===== config.mk =====
export PLATFORM = sky130hd
export DESIGN_NAME = trng_ctrl
export DESIGN_NICKNAME = d
export VERILOG_FILES = /design/src/rtl/trng_ctrl.sv
export SDC_FILE = /design/constraint.sdc
export NUM_CORES = 1
export LEC_CHECK = 0
export ABC_AREA = 1
export CORE_UTILIZATION = 55
export DETAILED_ROUTE_END_ITERATION = 7
export PLACE_DENSITY_LB_ADDON = 0.05
export REMOVE_ABC_BUFFERS = 1
export SLEW_MARGIN = 20
export SYNTH_ARGS = -nofsm -noshare
export SYNTH_HDL_FRONTEND = slang
export SYNTH_SLANG_ARGS = --single-unit

===== constraint.sdc =====
create_clock -name clk -period 3.64 [get_ports clk]
set_input_delay 0.364 -clock clk [delete_from_list [all_inputs] [get_ports clk]]
set_output_delay 0.364 -clock clk [all_outputs]
set_load 0.005 [all_outputs]

===== src/rtl/trng_ctrl.sv =====
`default_nettype none
// +--------------------------------------------------------------------------+
// | Module   : trng_ctrl                                                     |
// | Purpose  : Sequencing and health-monitoring controller for the ring-     |
// |            oscillator TRNG. Samples the synchronized TRNG word every     |
// |            SAMPLE_DIV clocks, discards WARMUP samples after each enable, |
// |            runs a repetition-count health test and buffers passing      |
// |            samples in a first-word-fall-through FIFO.                    |
// | Ports    : clk, rst        - clock, synchronous active-high reset        |
// |            enable          - level, run sampling when high               |
// |            clear_fault     - pulse, leaves the FAULT state               |
// |            trng_in         - synchronized TRNG word                      |
// |            out_data/valid  - FIFO head word and its valid flag           |
// |            out_ready       - consumer pops on out_valid & out_ready      |
// |            fault           - sticky health-test failure flag             |
// |            level           - exact FIFO occupancy                        |
// |            busy            - sampling active (warm-up or run)            |
// | Revision : 1.0 - initial release                                         |
// +--------------------------------------------------------------------------+
module trng_ctrl #(
   parameter int WIDTH      = 32,
   parameter int SAMPLE_DIV = 16,
   parameter int WARMUP     = 4,
   parameter int REP_LIMIT  = 3,
   parameter int FIFO_DEPTH = 4
) (
   input  logic                          clk,
   input  logic                          rst,
   input  logic                          enable,
   input  logic                          clear_fault,
   input  logic [WIDTH-1:0]              trng_in,
   output logic [WIDTH-1:0]              out_data,
   output logic                          out_valid,
   input  logic                          out_ready,
   output logic                          fault,
   output logic [$clog2(FIFO_DEPTH):0]   level,
   output logic                          busy
);

   localparam int PTR_W  = $clog2(FIFO_DEPTH);
   localparam int LVL_W  = PTR_W + 1;
   localparam int DIV_W  = (SAMPLE_DIV > 1) ? $clog2(SAMPLE_DIV) : 1;
   localparam int WARM_W = $clog2(WARMUP + 1);
   localparam int REP_W  = $clog2(REP_LIMIT + 1);

   typedef enum logic [1:0] {
      ST_IDLE   = 2'd0,
      ST_WARMUP = 2'd1,
      ST_RUN    = 2'd2,
      ST_FAULT  = 2'd3
   } state_t;

   state_t              state, next_state;

   logic [DIV_W-1:0]    div_cnt;
   logic [WARM_W-1:0]   warm_cnt;
   logic [REP_W-1:0]    rep_cnt;
   logic [REP_W-1:0]    rep_next;
   logic [WIDTH-1:0]    prev_sample;
   logic                prev_valid;

   logic                active;
   logic                strobe;
   logic                health_fail;
   logic                push_req;
   logic                flush;

   logic [WIDTH-1:0]    mem [FIFO_DEPTH];
   logic [PTR_W-1:0]    wr_ptr, rd_ptr;
   logic [LVL_W-1:0]    count;
   logic                push, pop;

   // ---------------------------------------------------------------------
   // Strobe and health-test evaluation
   // ---------------------------------------------------------------------
   // Dropping enable wins over a coincident strobe: the interval in progress
   // is abandoned and that sample is never evaluated.
   assign active      = (state == ST_WARMUP) || (state == ST_RUN);
   assign strobe      = active && enable && (div_cnt == DIV_W'(SAMPLE_DIV - 1));
   assign rep_next    = (prev_valid && (trng_in == prev_sample)) ? rep_cnt + 1'b1
                                                                 : REP_W'(1);
   assign health_fail = strobe && (rep_next >= REP_W'(REP_LIMIT));

   // ---------------------------------------------------------------------
   // State machine
   // ---------------------------------------------------------------------
   always_ff @(posedge clk) begin
      if (rst) begin
         state <= ST_IDLE;
      end else begin
         state <= next_state;
      end
   end

   always_comb begin
      next_state = state;
      push_req   = 1'b0;
      flush      = 1'b0;
      case (state)
         ST_IDLE: begin
            if (enable) next_state = ST_WARMUP;
         end
         ST_WARMUP: begin
            if (!enable) begin
               next_state = ST_IDLE;
            end else if (health_fail) begin
               next_state = ST_FAULT;
               flush      = 1'b1;
            end else if (strobe && (warm_cnt == WARM_W'(WARMUP - 1))) begin
               next_state = ST_RUN;
            end
         end
         ST_RUN: begin
            if (!enable) begin
               next_state = ST_IDLE;
            end else if (health_fail) begin
               next_state = ST_FAULT;
               flush      = 1'b1;
            end else if (strobe) begin
               push_req   = 1'b1;
            end
         end
         ST_FAULT: begin
            if (clear_fault) next_state = enable ? ST_WARMUP : ST_IDLE;
         end
         default: next_state = ST_IDLE;
      endcase
   end

   // ---------------------------------------------------------------------
   // Sampling counters and health-test history
   // ---------------------------------------------------------------------
   // Outside WARMUP/RUN the counters are held cleared, so any entry into
   // WARMUP (from IDLE or straight from FAULT) starts a fresh warm-up.
   always_ff @(posedge clk) begin
      if (rst) begin
         div_cnt     <= '0;
         warm_cnt    <= '0;
         rep_cnt     <= '0;
         prev_sample <= '0;
         prev_valid  <= 1'b0;
      end else if (active && enable) begin
         div_cnt <= strobe ? '0 : div_cnt + 1'b1;
         if (strobe) begin
            prev_sample <= trng_in;
            prev_valid  <= 1'b1;
            rep_cnt     <= rep_next;
            if (state == ST_WARMUP) warm_cnt <= warm_cnt + 1'b1;
         end
      end else begin
         div_cnt    <= '0;
         warm_cnt   <= '0;
         rep_cnt    <= '0;
         prev_valid <= 1'b0;
      end
   end

   // ---------------------------------------------------------------------
   // Output FIFO (first-word-fall-through)
   // ---------------------------------------------------------------------
   // A pop in the same cycle frees the slot, so a push into a full FIFO is
   // accepted when the consumer is popping.
   assign pop  = out_valid && out_ready;
   assign push = push_req && ((count != LVL_W'(FIFO_DEPTH)) || pop);

   always_ff @(posedge clk) begin
      if (push) mem[wr_ptr] <= trng_in;
   end

   always_ff @(posedge clk) begin
      if (rst || flush) begin
         wr_ptr <= '0;
         rd_ptr <= '0;
         count  <= '0;
      end else begin
         if (push) wr_ptr <= wr_ptr + 1'b1;
         if (pop)  rd_ptr <= rd_ptr + 1'b1;
         case ({push, pop})
            2'b10:   count <= count + 1'b1;
            2'b01:   count <= count - 1'b1;
            default: count <= count;
         endcase
      end
   end

   assign out_valid = (count != '0);
   assign out_data  = out_valid ? mem[rd_ptr] : '0;
   assign level     = count;
   assign fault     = (state == ST_FAULT);
   assign busy      = active;

endmodule
`default_nettype wire


==> results.sh <==
export IMPL_outcome="finished clean"
export IMPL_path_class="reg2out"
export IMPL_power_uw=4834
export IMPL_core_area_mm2=0.01388
export IMPL_die_area_mm2=0.01468
export IMPL_ir_drop_mv=0.3207
export IMPL_p_int_uw=3627
export IMPL_r2r_start="state[0]"
export IMPL_yosysTopAreaCell="edfxtp_1"
export IMPL_highest_layer="met4"
export IMPL_sequentialPowerShare_pct=46.5
export IMPL_rr_endpoint="mem[1][29]"
export IMPL_clock_latency_ns=0.43
export IMPL_port_buffers=74
export IMPL_leakagePower_uw=0.003441
export IMPL_nets=936
export IMPL_fin_skew_ns=0.01067
export IMPL_htree_num_levels=4
export IMPL_dr_wl_met2_mm=8.452
export IMPL_first_global_vias=5713
export IMPL_drtPass1Iterations=7
export IMPL_wl_met3_um=851
export IMPL_hold_path_class="reg2reg"
export IMPL_max_slew_worst_pin_slew_ns=0.6467
export IMPL_rr_worst_depth=10
export IMPL_cts_tree="done"
export IMPL_required_ns=3.28
export IMPL_synth_top_cell_area_share_pct=49.20
export IMPL_rsz0062_at_grt="no"
export IMPL_min_to="div_cnt[0]"
export IMPL_ant_nets=0
export IMPL_synth_cells=810
export IMPL_async_flop_share_pct=0
export IMPL_cts_made_buffers=17
export IMPL_slew_headroom_pct=56.84
export IMPL_clock_sinks=181
export IMPL_num_rows=43
export IMPL_crit_fanout=20
export IMPL_cts_setup_buffers=0
export IMPL_dp_cells=1047
export IMPL_initial_core_util_pct=56.28
export IMPL_ys_ff_latch=181
export IMPL_ys_seq_area_share_pct=62.78
export IMPL_power_frac_comb_pct=14.8
export IMPL_crit_path_start_kind="flip-flop"
export IMPL_final_cells=1079
export IMPL_wl_per_cell_um=15.63
export IMPL_synth_most_common_cell="nor2_1"
export IMPL_grt_ovfl_total=0
export IMPL_clk_pin_slew_ns=0.06
export IMPL_antenna_found_initial=0
export IMPL_grt_pass1_wl_mm=27.60
export IMPL_p_switching_uw=1207
export IMPL_finalCritPeriodShare_pct=77.12
export IMPL_place_congestion=0.9287
export IMPL_remaining_drc_errors=0
export IMPL_grt_usage_pct=24.74
export IMPL_power_share_clock_pct=38.7
export IMPL_synth_simple_area_share_pct=16.93
export IMPL_synth_common_cells="184 x nor2_1, 128 x edfxtp_1, 106 x o21ai_0"
export IMPL_cts_root_buf="clkbuf_16"
export IMPL_hold_viol=0
export IMPL_synth_top_family_by_area="simple AND/OR/NAND/NOR gates"
export IMPL_num_vias=5775
export IMPL_drv_slew=0
export IMPL_die_height_um=121.2
export IMPL_cts_repair_resized=0
export IMPL_drt_wl_total_mm=16.87
export IMPL_setup_viol=0
export IMPL_diodes=0
export IMPL_period_needed_ns=2.807
export IMPL_die_w_um=121.2
export IMPL_worstPathArrival_ns=2.44
export IMPL_synthXorXnorAreaFrac_pct=1.345
export IMPL_maxCapViolations=0
export IMPL_hold_path_depth=1
export IMPL_ios=75
export IMPL_ys_types=34
export IMPL_yosys_warnings=0
export IMPL_synth_fa_ha_area_share_pct=2.178
export IMPL_syn_area_mm2=0.007812
export IMPL_drive_gt1_share_pct=8.343
export IMPL_synth_compound_area_share_pct=11.76
export IMPL_swShare_pct=24.97
export IMPL_end_kind="output pin"
export IMPL_r2r_slack_ns=1.00
export IMPL_syn_to_final_growth_pct=20.21
export IMPL_synth_edff_count=128
export IMPL_hold_buffers=0
export IMPL_m1WireLength_mm=7.323
export IMPL_dp_hpwl_mm=11.07
export IMPL_yosys_top_cells_area="edfxtp_1 49%, dfxtp_1 14%, nor2_1 8.8%, o21ai_0 6.8%, a21oi_1 4.4%"
export IMPL_viasPerCell=5.352
export IMPL_max_clock_freq_mhz=356.2
export IMPL_syn_area_per_cell_um2=9.645
export IMPL_synthMuxAreaShare_pct=0
export IMPL_drt_iter0_drc=452
export IMPL_synth_ff_type="edfxtp_1"
export IMPL_power_density_mw_per_mm2=514.7
export IMPL_cts_buffer_depth=2
export IMPL_grt_max_degree=50
export IMPL_hold_path_startpoint="div_cnt[0]"
-- kinds of logic (layout without fill, tap and decap cells) --
kind of cell / count (synthesis) / count (layout)
adder cells (fa/ha/maj): 13 / 13
AND/OR/NAND/NOR: 319 / 319
buffers and inverters: 104 / 193
AO/OA/AOI/OAI: 181 / 181
XOR/XNOR: 12 / 12
flip-flops: 181 / 181
-- metal layers --
layer | global-route usage, % | vias to the layer above
met2 | 41.71 | 150
met1 | 30.99 | 2729
met5 | 0 | -
met3 | 5.498 | 20
met4 | 9.645 | 0
li1 | - | 2876
-- stage by stage --
step                      setup WS (ns)  utilization (%)  hold slack [ns]  TNS [ns]  area [µm²]
after floorplan                  -1.487                -           0.4176   -191.34        7687
after global placement           0.7389            63.30           0.4271         0        8787
after detailed placement         0.6689            63.30           0.4408         0        8787
after CTS                        0.7697            67.66           0.4531         0        9392
after global routing             0.6840            67.66           0.4784         0        9392
final                            0.8328            67.66           0.4501         0        9392
-- sequential cells by signal, indices dropped and copies added, names as in the netlist, named ones only --
signal,count
prev_sample,32
div_cnt,4
prev_valid,1
mem,128
state,2
level,3
wr_ptr,2
warm_cnt,3
rd_ptr,2
rep_cnt,2
-- power by group through the flow --
| stage | registers, µW | logic, µW | clock network [µW] |
|---|---|---|---|
| after detailed placement | 2300 | 715 | 0 |
| after global routing | 2250 | 801 | 1980 |
| final | 2250 | 715 | 1870 |
| after floorplan | 2310 | 328 | 0 |
| after global placement | 2290 | 698 | 0 |
| after CTS | 2250 | 721 | 1890 |
-- cell usage in the layout (no fill, tap or decap), types with 17 or more instances in the layout --
cell,count
nor2_1,179
edfxtp_1,128
o21ai_0,106
nand2_1,84
clkdlybuf4s50_1,74
inv_1,68
a21oi_1,68
dfxtp_1,52
clkbuf_16,17
-- worst max-delay path, stage by stage, from the launching register on --
cell	delay [ns]
dfxtp_1	0.36
nor2_1	0.16
nand2_1	0.09
inv_1	0.48
buf_4	0.37
a21oi_1	0.09
clkdlybuf4s50_1	0.45
-- worst max path at each step --
stage / from / endpoint / cells after the start
2_1_floorplan: state[0] / mem[0][0] / 8
3_3_place_gp: trng_in[5] / mem[3][11] / 11
3_5_place_dp: trng_in[5] / mem[1][21] / 11
4_1_cts: level[0] / out_data[28] / 6
5_1_grt: level[0] / out_data[28] / 6
6_report: level[0] / out_data[28] / 6
-- area by class of cell --
class,instances,area (µm²)
clock buffers,17,425.4
clock inverters,15,178.9
fillers,1083,4489
inverters,71,266.5
multi-input cells,525,2529
flip-flops and latches,181,4906
well taps,180,225.2
repair buffers,90,860.8
Note: power is estimated with default switching activity, not from simulation.
